<file path="config.mk">
export PLATFORM = sky130hd
export DESIGN_NAME = hazard_ctrl
export DESIGN_NICKNAME = d
export VERILOG_FILES = /design/src/rtl/hazard_pkg.sv /design/src/rtl/hazard_perf_cnt.sv /design/src/rtl/hazard_ctrl.sv
export SDC_FILE = /design/constraint.sdc
export NUM_CORES = 1
export LEC_CHECK = 0
export CAP_MARGIN = 20
export CORE_AREA = 2 2 39 41
export DETAILED_ROUTE_END_ITERATION = 16
export DIE_AREA = 0 0 41 43
export PLACE_DENSITY_LB_ADDON = 0.3
export REMOVE_ABC_BUFFERS = 1
export SYNTH_ARGS = -nofsm -noshare
export SYNTH_HDL_FRONTEND = slang
export SYNTH_SLANG_ARGS = --single-unit
export TNS_END_PERCENT = 50
</file>
<file path="constraint.sdc">
create_clock -name clk -period 2.7 [get_ports clk]
set_input_delay 0.27 -clock clk [delete_from_list [all_inputs] [get_ports clk]]
set_output_delay 0.27 -clock clk [all_outputs]
set_load 0.01 [all_outputs]
</file>
<file path="src/rtl/hazard_pkg.sv">
// hazard_pkg: shared FSM states, constants and per-stage control encodings for hazard_ctrl.
package hazard_pkg;

    typedef enum logic [1:0] {RUN, MEM_WAIT, FLUSH} state_e;

    localparam logic [4:0] REG_ZERO   = 5'd0;
    localparam int         PERF_CNT_W = 32;

    // Control vector: {pc_s, ifid_s, idex_s, exmem_s, memwb_s, ifid_f, idex_f, redirect}
    localparam logic [7:0] CTL_NONE   = 8'b00000_000;
    localparam logic [7:0] CTL_STALL  = 8'b11111_000;
    localparam logic [7:0] CTL_BRANCH = 8'b00000_111;
    localparam logic [7:0] CTL_BUBBLE = 8'b11000_010;
    localparam logic [7:0] CTL_RESET  = 8'b00000_110;

endpackage

</file>
<file path="src/rtl/hazard_perf_cnt.sv">
// hazard_perf_cnt: saturating stall/flush/load-use event counters, cleared by rst.
module hazard_perf_cnt
    import hazard_pkg::*;
(
    input  logic                  clk,
    input  logic                  rst,
    input  logic                  stall_inc,
    input  logic                  flush_inc,
    input  logic                  lu_inc,
    output logic [PERF_CNT_W-1:0] stall_cycles,
    output logic [PERF_CNT_W-1:0] flush_cnt,
    output logic [PERF_CNT_W-1:0] loaduse_cnt
);

    always_ff @(posedge clk) begin
        if (rst) begin
            stall_cycles <= '0;
            flush_cnt    <= '0;
            loaduse_cnt  <= '0;
        end else begin
            if (stall_inc && !(&stall_cycles)) stall_cycles <= stall_cycles + 1'b1;
            if (flush_inc && !(&flush_cnt))    flush_cnt    <= flush_cnt + 1'b1;
            if (lu_inc && !(&loaduse_cnt))     loaduse_cnt  <= loaduse_cnt + 1'b1;
        end
    end

endmodule

</file>
<file path="src/rtl/hazard_ctrl.sv">
// hazard_ctrl: per-stage stall/flush control for load-use, taken branch and cache stalls.
// Define HAZARD_PERF_CNT_EN to add saturating performance counter outputs.
module hazard_ctrl
    import hazard_pkg::*;
(
    input  logic                  clk,
    input  logic                  rst,
    input  logic [4:0]            ID_RS1addr_i,
    input  logic [4:0]            ID_RS2addr_i,
    input  logic [4:0]            EX_RDaddr_i,
    input  logic                  EX_MemRead_i,
    input  logic                  EX_branch_taken_i,
    input  logic                  ICache_stall_i,
    input  logic                  DCache_stall_i,
    output logic                  pc_stall_o,
    output logic                  ifid_stall_o,
    output logic                  idex_stall_o,
    output logic                  exmem_stall_o,
    output logic                  memwb_stall_o,
    output logic                  ifid_flush_o,
    output logic                  idex_flush_o,
    output logic                  redirect_o
`ifdef HAZARD_PERF_CNT_EN
   ,output logic [PERF_CNT_W-1:0] stall_cycles_o,
    output logic [PERF_CNT_W-1:0] flush_cnt_o,
    output logic [PERF_CNT_W-1:0] loaduse_cnt_o
`endif
);

    state_e     state, state_nxt;
    logic       flush_pend, pend_nxt;
    logic       mem_stall, load_use;
    logic [7:0] ctl;

    assign mem_stall = ICache_stall_i | DCache_stall_i;
    assign load_use  = EX_MemRead_i && EX_RDaddr_i != REG_ZERO &&
                       (EX_RDaddr_i == ID_RS1addr_i || EX_RDaddr_i == ID_RS2addr_i);

    always_ff @(posedge clk) begin
        if (rst) begin
            state      <= RUN;
            flush_pend <= 1'b0;
        end else begin
            state      <= state_nxt;
            flush_pend <= pend_nxt;
        end
    end

    // A branch seen during a stall is remembered and replayed as a FLUSH cycle,
    // since the pipeline registers ignore flush while stalled.
    always_comb begin
        state_nxt = state;
        pend_nxt  = flush_pend;
        ctl       = CTL_NONE;
        case (state)
            RUN: begin
                if (mem_stall) begin
                    ctl       = CTL_STALL;
                    state_nxt = MEM_WAIT;
                    pend_nxt  = EX_branch_taken_i;
                end else begin
                    ctl = EX_branch_taken_i ? CTL_BRANCH : load_use ? CTL_BUBBLE : CTL_NONE;
                end
            end
            MEM_WAIT: begin
                ctl      = CTL_STALL;
                pend_nxt = flush_pend | EX_branch_taken_i;
                if (!mem_stall) state_nxt = pend_nxt ? FLUSH : RUN;
            end
            FLUSH: begin
                ctl       = CTL_BRANCH;
                state_nxt = RUN;
                pend_nxt  = 1'b0;
            end
            default: begin
                state_nxt = RUN;
                pend_nxt  = 1'b0;
            end
        endcase
        if (rst) ctl = CTL_RESET;
    end

    assign {pc_stall_o, ifid_stall_o, idex_stall_o, exmem_stall_o, memwb_stall_o,
            ifid_flush_o, idex_flush_o, redirect_o} = ctl;

`ifdef HAZARD_PERF_CNT_EN
    hazard_perf_cnt u_perf (
        .clk          (clk),
        .rst          (rst),
        .stall_inc    (ctl[7]),
        .flush_inc    (ctl[0]),
        .lu_inc       (ctl == CTL_BUBBLE),
        .stall_cycles (stall_cycles_o),
        .flush_cnt    (flush_cnt_o),
        .loaduse_cnt  (loaduse_cnt_o)
    );
`endif

endmodule
</file>
* Word-level counts from Yosys, hierarchy flattened
Index checks and enable logic that the tools add are counted.
Operators by class: equal/unequal tests 6, multiplexer cells 11, bitwise gates (word level) 2, reductions and logical operators 6
Operators by type and width (count):
- 8-bit 2-to-1 mux | 4
- 8-bit one-hot mux with 3 select lines | 1
- 5-bit == test | 2
- 2-bit 2-to-1 mux | 3
- 5-bit nonzero test | 1
- 2-bit inequality test (second input constant) | 2
- 2-bit one-hot mux with 2 select lines | 1
- 2-bit by 1-bit == test with 1-bit output (second input constant) | 1
- 2-bit == test (second input constant) | 1
- 1-bit logical AND | 2
- 2-bit zero test | 1
- 1-bit bitwise OR | 2
- 1-bit one-hot mux with 2 select lines | 1
- 2-bit AND reduction | 1
- 1-bit logical OR | 1
- 1-bit 2-to-1 mux | 1
Word-level totals: flip-flop bits (word level) 3, input port bits 21, logic and storage cells 27

* Depth between registers and ports, before layout
depth in word-level cells 8, mapped depth 6, gate-level depth less buffers 5

* Worst setup path after synthesis
OpenSTA, ideal clock, no wires.
path type in2out, start point input EX_RDaddr_i[1], end point output pc_stall_o, arrival time 1300 ps, data required time 2430 ps, path slack 1130 ps, cell stages on the path 4, path buffers 1, path through or4_4 > o221ai_2 > o21bai_1 > buf_4
Between the ends: longest elaborated chain between the ends 8, elaborated cells between the ends (all ways) 11, those cells by class 2 x eq/ne; 5 x mux; 4 x reduce/logical
RTL lines:
- from (decl) | line hazard_ctrl.sv:10 | input logic [4:0] EX_RDaddr_i,
- 5-bit == test or 5-bit nonzero test (tied branches) | line hazard_ctrl.sv:37, hazard_ctrl.sv:36
- 1-bit logical OR or 1-bit logical AND (tied branches) | line hazard_ctrl.sv:37, hazard_ctrl.sv:36
- 1-bit logical AND (*) | line hazard_ctrl.sv:36 | assign load_use = EX_MemRead_i && EX_RDaddr_i != REG_ZERO &&
- 8-bit 2-to-1 mux (*) (2 in series) | line hazard_ctrl.sv:62 | ctl = EX_branch_taken_i ? CTL_BRANCH : load_use ? CTL_BUBBLE : CTL_NONE;
- 8-bit 2-to-1 mux (*) | line hazard_ctrl.sv:57 | if (mem_stall) begin
- 8-bit one-hot mux with 3 select lines (*) | line hazard_ctrl.sv:55 | case (state)
- 8-bit 2-to-1 mux (*) | line hazard_ctrl.sv:80 | if (rst) ctl = CTL_RESET;
- to (decl) | line hazard_ctrl.sv:15 | output logic pc_stall_o,
Mark *: on every way between the ends. The rest lies on a longest branch, timed or not.

* Worst setup path after layout
start point input EX_RDaddr_i[2], end point output idex_flush_o
Between the ends: longest elaborated chain between the ends 8, elaborated cells between the ends (all ways) 11, those cells by class 2 x eq/ne; 5 x mux; 4 x reduce/logical
RTL lines:
- 5-bit == test or 5-bit nonzero test (tied branches) | line hazard_ctrl.sv:37, hazard_ctrl.sv:36
- 1-bit logical OR or 1-bit logical AND (tied branches) | line hazard_ctrl.sv:37, hazard_ctrl.sv:36
- 1-bit logical AND (*) | line hazard_ctrl.sv:36
- 8-bit 2-to-1 mux (*) (2 in series) | line hazard_ctrl.sv:62
- 8-bit 2-to-1 mux (*) | line hazard_ctrl.sv:57
- 8-bit one-hot mux with 3 select lines (*) | line hazard_ctrl.sv:55
- 8-bit 2-to-1 mux (*) | line hazard_ctrl.sv:80
- to (decl) | line hazard_ctrl.sv:21 | output logic idex_flush_o,
Marked as above.

==> results.cfg <==
[worst_setup_path]
worstSetupPathType = in2out
required_ns = 2.43
endpoint_kind = output pin
critPathSlowestCell = clkdlybuf4s50_1
crit-reg2reg-launch = state[1]$_SDFFE_PP0P_
critPathTopFamily = buffers and inverters
cp.buffers_inverters = 2
path_cells = clkdlybuf4s50_1, xnor2_1, nand3_1, nor3_2, o221ai_2, a221oi_2, clkdlybuf4s50_1
path_common_cell = clkdlybuf4s50_1
ff2ff_setup_slack_ns = 1.93
reg2regPathDepth = 1
critPathLaunchType = input port
timing.critical_path.depth = 7
timing.rr.end = state[0]$_SDFFE_PP0P_
arrival_ns = 2.18
cp_max_fo = 3
slowest_delay_ns = 0.56

[placed_design]
place.gp.congestion = 0.653
place_inst = 82
place_area_um2 = 612
place.detailed.hpwl_um = 753
dp_worst_setup_slack_ns = 0.242
io_buffers = 28

[sta]
tightest_slew_ns = 0.324
finalHoldViolCount = 0
rsz0062_at_grt = false
worst_slack_ns = 0.252
slew_headroom = 0.783
finalClockSkew_ns = 0.000742
tns_ns = 0
slew_violations = 0
post-route-min-period_ns = 2.45
fmax_mhz = 409
finalCritPeriodShare = 0.907
setup_violations = 0

[power]
leakage_nw = 0.224
ir_drop_mv = 0.169
power_frac_clock = 0.360
swShare = 0.264
pwr-share-seq = 0.229
switchingPower_uw = 56.9
combinationalPowerShare = 0.411
p_int_uw = 159
power.density_mw_per_mm2 = 338

[synth]
ys_seq_elements = 3
synth_cell_type_count = 21
synth.avg_cell_area_um2 = 8.15
syn_inst = 41
synth-seq-area-share = 0.180
yosysWarnings = 0
synthesis.area_um2 = 334

[die]
start_util = 0.241
dieArea_mm2 = 0.00176
die_w_um = 41
coreArea_mm2 = 0.00138
ios = 29
die_height_um = 43
rows = 14

[grt]
met1_usage = 0.128
antenna_found_initial = 0
grt_max_degree = 7
grtUsageMet2 = 0.159
grtUsageTotal = 0.109
grt_pass1_vias = 315
grt_use_met3 = 0.0314
grt_first_pass_wirelength_um = 1280
grt.busiest_layer = met2
grt-ovfl-total = 0

[cells_and_area]
layout-drive-gt1-share = 0.114
fin_cells = 86
design_area_um2 = 638
final_nets = 92
fin_util = 0.461
area_growth_pct = 91.0
diodes = 0
seqCellArea_um2 = 60.1
num-fill-cells = 147
multi_input_area_um2 = 248

[drt]
vias_per_cell = 4.31
final_antenna_net_count = 0
drt_iter0_markers = 4
drc = 0
finalWirelength_um = 857
wl_per_cell_um = 9.97
dr.pass1.iters = 2
num_vias = 371

[clock_network]
insertion_delay_ns = 0.23
holdBufCountCts = 0
cts_setup_buffers = 0
clk_pin_slew_ns = 0.04
cts_buffer_depth = 2
htree_levels = 1
cts_buffers = 3
cts_tree = built
clockRootBuffer = clkbuf_4
post_cts_resized = 0
clock-sinks = 3

[worst_hold_path]
min_to = state[1]$_SDFFE_PP0P_
hold_start = state[0]$_SDFFE_PP0P_
hold_class = reg2reg
min_path_cells = 2

[status]
status = finished, final reports clean

[run]
maxCapViolCount = 0
power by group through the flow:
stage	registers (mW)	logic (mW)	clock network [mW]
final	0.0494	0.0885	0.0776
after global routing	0.0494	0.0947	0.0898
after CTS	0.0492	0.0895	0.0819
after detailed placement	0.0499	0.0891	0
after global placement	0.0498	0.0890	0
after floorplan	0.0494	0.0341	0
per-stage QoR:
step | hold WS, ns | power [mW]
detailed placement | 0.488 | 0.139
floorplan | 0.367 | 0.0835
CTS | 0.495 | 0.221
global route | 0.515 | 0.234
finish | 0.499 | 0.215
global placement | 0.474 | 0.139
worst max path at each step:
stage | start | end
after floorplan | EX_RDaddr_i[4] | ifid_stall_o
after global placement | EX_RDaddr_i[0] | idex_flush_o
after detailed placement | EX_RDaddr_i[2] | idex_flush_o
after CTS | EX_RDaddr_i[2] | idex_flush_o
after global routing | EX_RDaddr_i[2] | idex_flush_o
final | EX_RDaddr_i[2] | idex_flush_o
state kept, by name, summed over array words and instances, names as in the netlist:
register,flops
flush_pend,1
state,2
cell usage after synthesis:
library cell | count | area (µm²)
a211oi_1 | 1 | 7.51
a21oi_1 | 1 | 5.00
a221oi_2 | 1 | 15.0
buf_4 | 3 | 22.5
dfxtp_1 | 3 | 60.1
inv_1 | 1 | 3.75
nand2_1 | 2 | 7.51
nand3_1 | 2 | 10.0
nor2_1 | 5 | 18.8
nor2b_1 | 1 | 6.26
nor3_1 | 2 | 10.0
nor3_2 | 2 | 20.0
o21ai_0 | 1 | 5.00
o21bai_1 | 1 | 7.51
o221ai_2 | 1 | 15.0
o31a_1 | 1 | 8.76
or2_1 | 1 | 6.26
or3_1 | 1 | 6.26
or4_4 | 1 | 11.3
xnor2_1 | 6 | 52.6
xor2_1 | 4 | 35.0
layout by cell type (no fill, tap or decap), types with 2 or more instances in the layout:
cell / count
xnor2_1: 6
xor2_1: 4
nor2_1: 5
nand3_1: 2
dfxtp_1: 3
clkbuf_4: 3
nor3_1: 2
nand2_1: 2
nor3_2: 2
clkdlybuf4s50_1: 28
worst min-delay path: cells and delay by family (launching register included):
kind | cells | cell delay [ns]
flip-flops | 1 | 0.35
AND/OR/NAND/NOR | 2 | 0.10
kinds of logic (layout without fill, tap and decap cells):
group,after synthesis,count (layout),synth area share
buf+inv,4,33,0.0786
xor+xnor,10,10,0.262
simple gates,17,17,0.288
compound gates,7,7,0.191
flops,3,3,0.180
layout make-up:
type                    count  share of cell area
inverters                   1             0.00588
well taps                  16              0.0314
flip-flops and latches      3              0.0941
multi-input cells          34               0.388
repair buffers             28               0.439
clock buffers               4              0.0412
layer usage:
metal,up-vias,wire length [µm]
li1,202,-
met1,162,392
met2,7,421
met3,0,43
met4,0,0
met5,-,0
(Power assumes the default switching activity.)
